===== src/rtl/hash_sched_if.sv =====
// Request/response bundle between hash clients, consumer and the shared hash scheduler.
interface hash_sched_if #(
    parameter int N_REQ     = 2,
    parameter int D_SIZE    = 32,
    parameter int HASH_SIZE = 10
);
    localparam int IDW = (N_REQ > 1) ? $clog2(N_REQ) : 1;

    logic [N_REQ-1:0]        req_valid;
    logic [N_REQ*D_SIZE-1:0] req_data;
    logic [N_REQ-1:0]        req_ready;
    logic                    rsp_valid;
    logic                    rsp_ready;
    logic [IDW-1:0]          rsp_id;
    logic [HASH_SIZE-1:0]    rsp_hash;
    logic                    busy;

    modport master (
        output req_valid, req_data, rsp_ready,
        input  req_ready, rsp_valid, rsp_id, rsp_hash, busy
    );

    modport slave (
        input  req_valid, req_data, rsp_ready,
        output req_ready, rsp_valid, rsp_id, rsp_hash, busy
    );
endinterface


===== src/rtl/hash_sched.sv =====
// Round-robin scheduler sharing one iterative 5-bit-chunk hash engine
// among N_REQ requesters; one tagged result per accepted request.
module hash_sched #(
    parameter int N_REQ     = 2,
    parameter int D_SIZE    = 32,
    parameter int HASH_SIZE = 10
) (
    input logic        clk,
    input logic        rst,
    hash_sched_if.slave bus
);
    localparam int NCHUNK = D_SIZE / 5;
    localparam int LW     = NCHUNK * 5;
    localparam int IDW    = (N_REQ > 1) ? $clog2(N_REQ) : 1;
    localparam int CW     = (NCHUNK > 1) ? $clog2(NCHUNK) : 1;

    typedef enum logic [1:0] {IDLE, HASH, RESP} state_t;

    state_t               state, state_nxt;
    logic [LW-1:0]        data_q;
    logic [IDW-1:0]       cur_id;
    logic [IDW-1:0]       last_grant;
    logic [HASH_SIZE-1:0] acc;
    logic [CW-1:0]        cnt;
    logic [IDW-1:0]       rsp_id_q;
    logic [HASH_SIZE-1:0] rsp_hash_q;

    logic [N_REQ-1:0]     grant;
    logic [IDW-1:0]       gid;
    logic                 found;
    logic                 hs;
    logic                 last_chunk;
    logic [4:0]           chunk;
    logic [HASH_SIZE-1:0] mix;
    logic [HASH_SIZE-1:0] acc_nxt;

    // Search starts one past the previous winner so priority rotates.
    always_comb begin
        grant = '0;
        gid   = '0;
        found = 1'b0;
        for (int i = 1; i <= N_REQ; i++) begin
            if (!found && bus.req_valid[(int'(last_grant) + i) % N_REQ]) begin
                grant[(int'(last_grant) + i) % N_REQ] = 1'b1;
                gid   = IDW'((int'(last_grant) + i) % N_REQ);
                found = 1'b1;
            end
        end
    end

    assign hs         = (state == IDLE) && found;
    assign last_chunk = (cnt == CW'(NCHUNK - 1));
    assign chunk      = data_q[int'(cnt)*5 +: 5];
    assign mix        = acc ^ HASH_SIZE'(chunk);
    // x*17 as shift-add, truncated to the accumulator width
    assign acc_nxt    = mix + (mix << 4);

    always_comb begin
        state_nxt = state;
        unique case (state)
            IDLE: if (hs) state_nxt = HASH;
            HASH: if (last_chunk) state_nxt = RESP;
            RESP: if (bus.rsp_ready) state_nxt = IDLE;
            default: state_nxt = IDLE;
        endcase
    end

    always_ff @(posedge clk) begin
        if (rst) begin
            state      <= IDLE;
            data_q     <= '0;
            cur_id     <= '0;
            last_grant <= IDW'(N_REQ - 1);
            acc        <= '0;
            cnt        <= '0;
            rsp_id_q   <= '0;
            rsp_hash_q <= '0;
        end else begin
            state <= state_nxt;
            if (hs) begin
                data_q     <= bus.req_data[int'(gid)*D_SIZE +: LW];
                cur_id     <= gid;
                last_grant <= gid;
                acc        <= HASH_SIZE'(31);
                cnt        <= '0;
            end
            if (state == HASH) begin
                acc <= acc_nxt;
                cnt <= cnt + 1'b1;
                if (last_chunk) begin
                    rsp_hash_q <= acc_nxt;
                    rsp_id_q   <= cur_id;
                end
            end
        end
    end

    assign bus.req_ready = (state == IDLE) ? grant : '0;
    assign bus.rsp_valid = (state == RESP);
    assign bus.rsp_id    = rsp_id_q;
    assign bus.rsp_hash  = rsp_hash_q;
    assign bus.busy      = (state != IDLE);
endmodule


===== src/flat_wrapper.sv =====
// flat-port wrapper written by rule: the top's interface ports become plain ports
module hash_sched_flat 
#(
    parameter int N_REQ     = 2,
    parameter int D_SIZE    = 32,
    parameter int HASH_SIZE = 10
)
  (clk, rst, bus_req_valid, bus_req_data, bus_rsp_ready, bus_req_ready, bus_rsp_valid, bus_rsp_id, bus_rsp_hash, bus_busy);
  hash_sched_if #(.N_REQ(N_REQ), .D_SIZE(D_SIZE), .HASH_SIZE(HASH_SIZE)) bus_i ();
  input logic clk;
  input logic rst;
  input wire logic [$bits(bus_i.req_valid)-1:0] bus_req_valid;
  input wire logic [$bits(bus_i.req_data)-1:0] bus_req_data;
  input wire logic [$bits(bus_i.rsp_ready)-1:0] bus_rsp_ready;
  output wire logic [$bits(bus_i.req_ready)-1:0] bus_req_ready;
  output wire logic [$bits(bus_i.rsp_valid)-1:0] bus_rsp_valid;
  output wire logic [$bits(bus_i.rsp_id)-1:0] bus_rsp_id;
  output wire logic [$bits(bus_i.rsp_hash)-1:0] bus_rsp_hash;
  output wire logic [$bits(bus_i.busy)-1:0] bus_busy;
  assign bus_i.req_valid = bus_req_valid;
  assign bus_i.req_data = bus_req_data;
  assign bus_i.rsp_ready = bus_rsp_ready;
  assign bus_req_ready = bus_i.req_ready;
  assign bus_rsp_valid = bus_i.rsp_valid;
  assign bus_rsp_id = bus_i.rsp_id;
  assign bus_rsp_hash = bus_i.rsp_hash;
  assign bus_busy = bus_i.busy;
  hash_sched #(.N_REQ(N_REQ), .D_SIZE(D_SIZE), .HASH_SIZE(HASH_SIZE)) u_core (.clk(clk), .rst(rst), .bus(bus_i));
endmodule

===== config.mk =====
export PLATFORM = sky130hd
export DESIGN_NAME = hash_sched_flat
export DESIGN_NICKNAME = d
export VERILOG_FILES = /design/src/rtl/hash_sched_if.sv /design/src/rtl/hash_sched.sv /design/src/flat_wrapper.sv
export SDC_FILE = /design/constraint.sdc
export NUM_CORES = 1
export LEC_CHECK = 0
export CORE_AREA = 2 2 98 100
export CTS_CLUSTER_DIAMETER = 150
export DETAILED_ROUTE_END_ITERATION = 8
export DIE_AREA = 0 0 100 102
export HOLD_SLACK_MARGIN = 0.08
export SYNTH_ARGS = -nofsm -noshare
export SYNTH_HDL_FRONTEND = slang
export SYNTH_SLANG_ARGS = --single-unit

===== constraint.sdc =====
create_clock -name clk -period 8 [get_ports clk]
set_input_delay 1.6 -clock clk [delete_from_list [all_inputs] [get_ports clk]]
set_output_delay 1.6 -clock clk [all_outputs]
set_load 0.02 [all_outputs]

==> results_dict.tcl <==
set metrics [dict create \
    numCtsBuffers 9 \
    ys_top_cells_by_area "dfxtp_1, mux2i_1, a211oi_1" \
    syn_area_mm2 0.00309 \
    async_flop_share_pct 0 \
    max-clock-path-buffers 2 \
    synth_most_common_cell "dfxtp_1" \
    drv_slew 0 \
    min_to "u_core.bus.rsp_hash[6]" \
    grt_pass1_wl_um 11900 \
    yosys.area.top_type "dfxtp_1" \
    drt_iter0_drc 81 \
    setup_violations 0 \
    gp_congestion 0.767 \
    synth-seq-area-share_pct 37.5 \
    ys_seq_elements 58 \
    cts_resized 0 \
    fin_skew_ns 0.00714 \
    antenna_left 0 \
    io_buffers 79 \
    clk_latency_ns 0.33 \
    die_area_mm2 0.0102 \
    ios 84 \
    outcome "finished, final reports clean" \
    synthToLayoutAreaGrowth_pct 32.6 \
    firstDrtPassIters 4 \
    hp-start "u_core.bus.rsp_hash[6]" \
    worstHoldPathCells 2 \
    crit_path_start_kind "primary input" \
    crit_type "in -> out" \
    yosys-top-cells-count "dfxtp_1, nor2_1, a211oi_1, mux2i_1, nand2_1" \
    drv_cap 0 \
    root_buffer "clkbuf_8" \
    core-area_mm2 0.00911 \
    ctsHoldBuffers 0 \
    max_freq_mhz 193 \
    r2r-end "u_core.acc[8]" \
    period_minus_slack_ns 5.19 \
    ys_types 53 \
    multi_input_area_mm2 0.00177 \
    rrSetupSlack_ns 4.43 \
    die_h_um 102 \
    syn-num-nets 410 \
    synth_edf_count 0 \
    nets 476 \
    grt_antenna_before_repair 0 \
    post-cts-setup-buffers 0 \
    syn_avg_cell_area_um2 9.29 \
    critPathMaxFanout 31 \
    gr-total-overflow 0 \
    synth_top_area_share_pct 37.5 \
    wl_per_cell_um 14.1 \
    period_share_pct 64.9 \
    worstPathRequired_ns 6.40 \
    vdd_ir_drop_max_v 0.0000789 \
    htree_levels 3 \
    cts_tree "done" \
    drcViolationCount 0 \
    powerDensity_mw_per_mm2 193 \
    vias_per_cell 5.09 \
    finalPower_uw 790 \
    grt_max_degree 65 \
    tns_ns 0 \
    syn_inst 333 \
    p_leak_uw 0.00160 \
    clkTransAtPathRegs_ns 0.06 \
    rows 35 \
    num_antenna_cells 0 \
    die_x_um 100 \
    initial_core_util_pct 34.0 \
    numClockSinks 58 \
    seq_area_mm2 0.00116 \
    dpl.hpwl_um 5140 \
    track_usage_pct 14.7 \
    drive_above_1_share_pct 8.42 \
    hold_viol 0 \
    vias 2621 \
    relSlewSlack_pct 27.7 \
    hp-class "reg -> reg" \
    arrival_ns 3.59 \
    ff2ff_path_depth 10 \
    synth_top_flop_cell "dfxtp_1" \
    rsz0062_at_grt "false" \
    yosys_warnings 0 \
    worst_pin_slew_ns 1.08 \
    r2r_start "u_core.cnt[0]" \
    cp-end-kind "output port" \
    fillerInstances 898 \
    first_global_vias 2526 \
    drt_wl_total_um 7270 \
]
-- logic make-up (layout without fill, tap and decap cells) --
| group | after synthesis | after routing | synth area share (%) |
|---|---|---|---|
| compound gates | 85 | 85 | 20.6 |
| fa+ha+maj | 8 | 8 | 3.48 |
| simple gates | 97 | 97 | 14.4 |
| flops | 58 | 58 | 37.5 |
| mux | 40 | 40 | 15.5 |
| buf+inv | 36 | 107 | 5.70 |
| xor+xnor | 9 | 9 | 2.79 |
-- worst max-delay path, cell delays in order --
cell and delay [ns]:
clkdlybuf4s50_1 0.50, a21boi_4 0.18, buf_4 0.42, and2_1 0.26
clkdlybuf4s50_1 0.63
-- worst max path at each step --
| stage | start | end | slack, ns | cells past startpoint |
|---|---|---|---|---|
| 2_1_floorplan | bus_req_valid[1] | bus_req_ready[1] | 4.31 | 2 |
| 3_3_place_gp | bus_req_valid[1] | bus_req_ready[1] | 2.85 | 5 |
| 3_5_place_dp | bus_req_valid[1] | bus_req_ready[1] | 2.79 | 5 |
| 4_1_cts | bus_req_valid[1] | bus_req_ready[1] | 2.79 | 5 |
| 5_1_grt | bus_req_valid[1] | bus_req_ready[1] | 2.70 | 5 |
| 6_report | bus_req_valid[1] | bus_req_ready[1] | 2.81 | 5 |
-- state kept, by name, indices dropped and copies added, names as in the netlist --
name,flops
u_core.acc,10
u_core.state,2
u_core.bus.rsp_hash,10
u_core.last_grant,1
u_core.cur_id,1
u_core.data_q,30
u_core.cnt,3
u_core.bus.rsp_id,1
-- metal layers --
metal,up-vias,wire [um],global-route usage (%)
li1,1375,-,-
met1,1168,3570,19.1
met2,68,3250,24.1
met3,10,349,3.42
met4,0,98,5.37
met5,-,0,0
-- placed cells by master (no fill, tap or decap), types with 3 or more instances in the layout --
master,synthesis,layout
inv_1,9,9
mux4_1,3,3
a21oi_1,15,15
a211o_1,5,5
clkdlybuf4s50_1,0,78
clkbuf_8,0,10
o21ai_0,5,5
mux2i_1,31,31
nor2b_1,5,5
nand3_1,10,10
ha_1,7,7
o41ai_1,4,4
nand2_1,17,17
clkinv_2,0,3
dfxtp_1,58,58
xnor2_1,7,7
mux2_2,4,4
a41o_1,4,4
a211oi_1,33,33
nor3_1,6,6
nor2_1,43,43
-- report_power, final --
part	internal [uW]	switching, uW
clock	151	116
sequential	314	19.7
combinational	97.8	92.4
total	563	228
-- per-stage QoR --
stage / utilization, % / area (um^2) / cells / worst slack, ns / hold slack [ns]
final: 45.0 / 4100 / 515 / 2.81 / 0.464
after global routing: 45.0 / 4100 / 515 / 2.70 / 0.481
after CTS: 45.0 / 4100 / 515 / 2.79 / 0.465
after detailed placement: 42.9 / 3910 / 499 / 2.79 / 0.456
after global placement: 42.9 / 3910 / 499 / 2.85 / 0.446
after floorplan: - / 3090 / 333 / 4.31 / 0.432
-- area by class of cell --
class / instances / area share (%)
Multi-Input combinational cell: 239 / 43.1
Clock buffer: 11 / 3.45
Timing Repair Buffer: 81 / 19.5
Sequential cell: 58 / 28.3
Clock inverter: 5 / 1.31
Inverter: 10 / 0.915
Tap cell: 111 / 3.39
(Power assumes the default switching activity.)
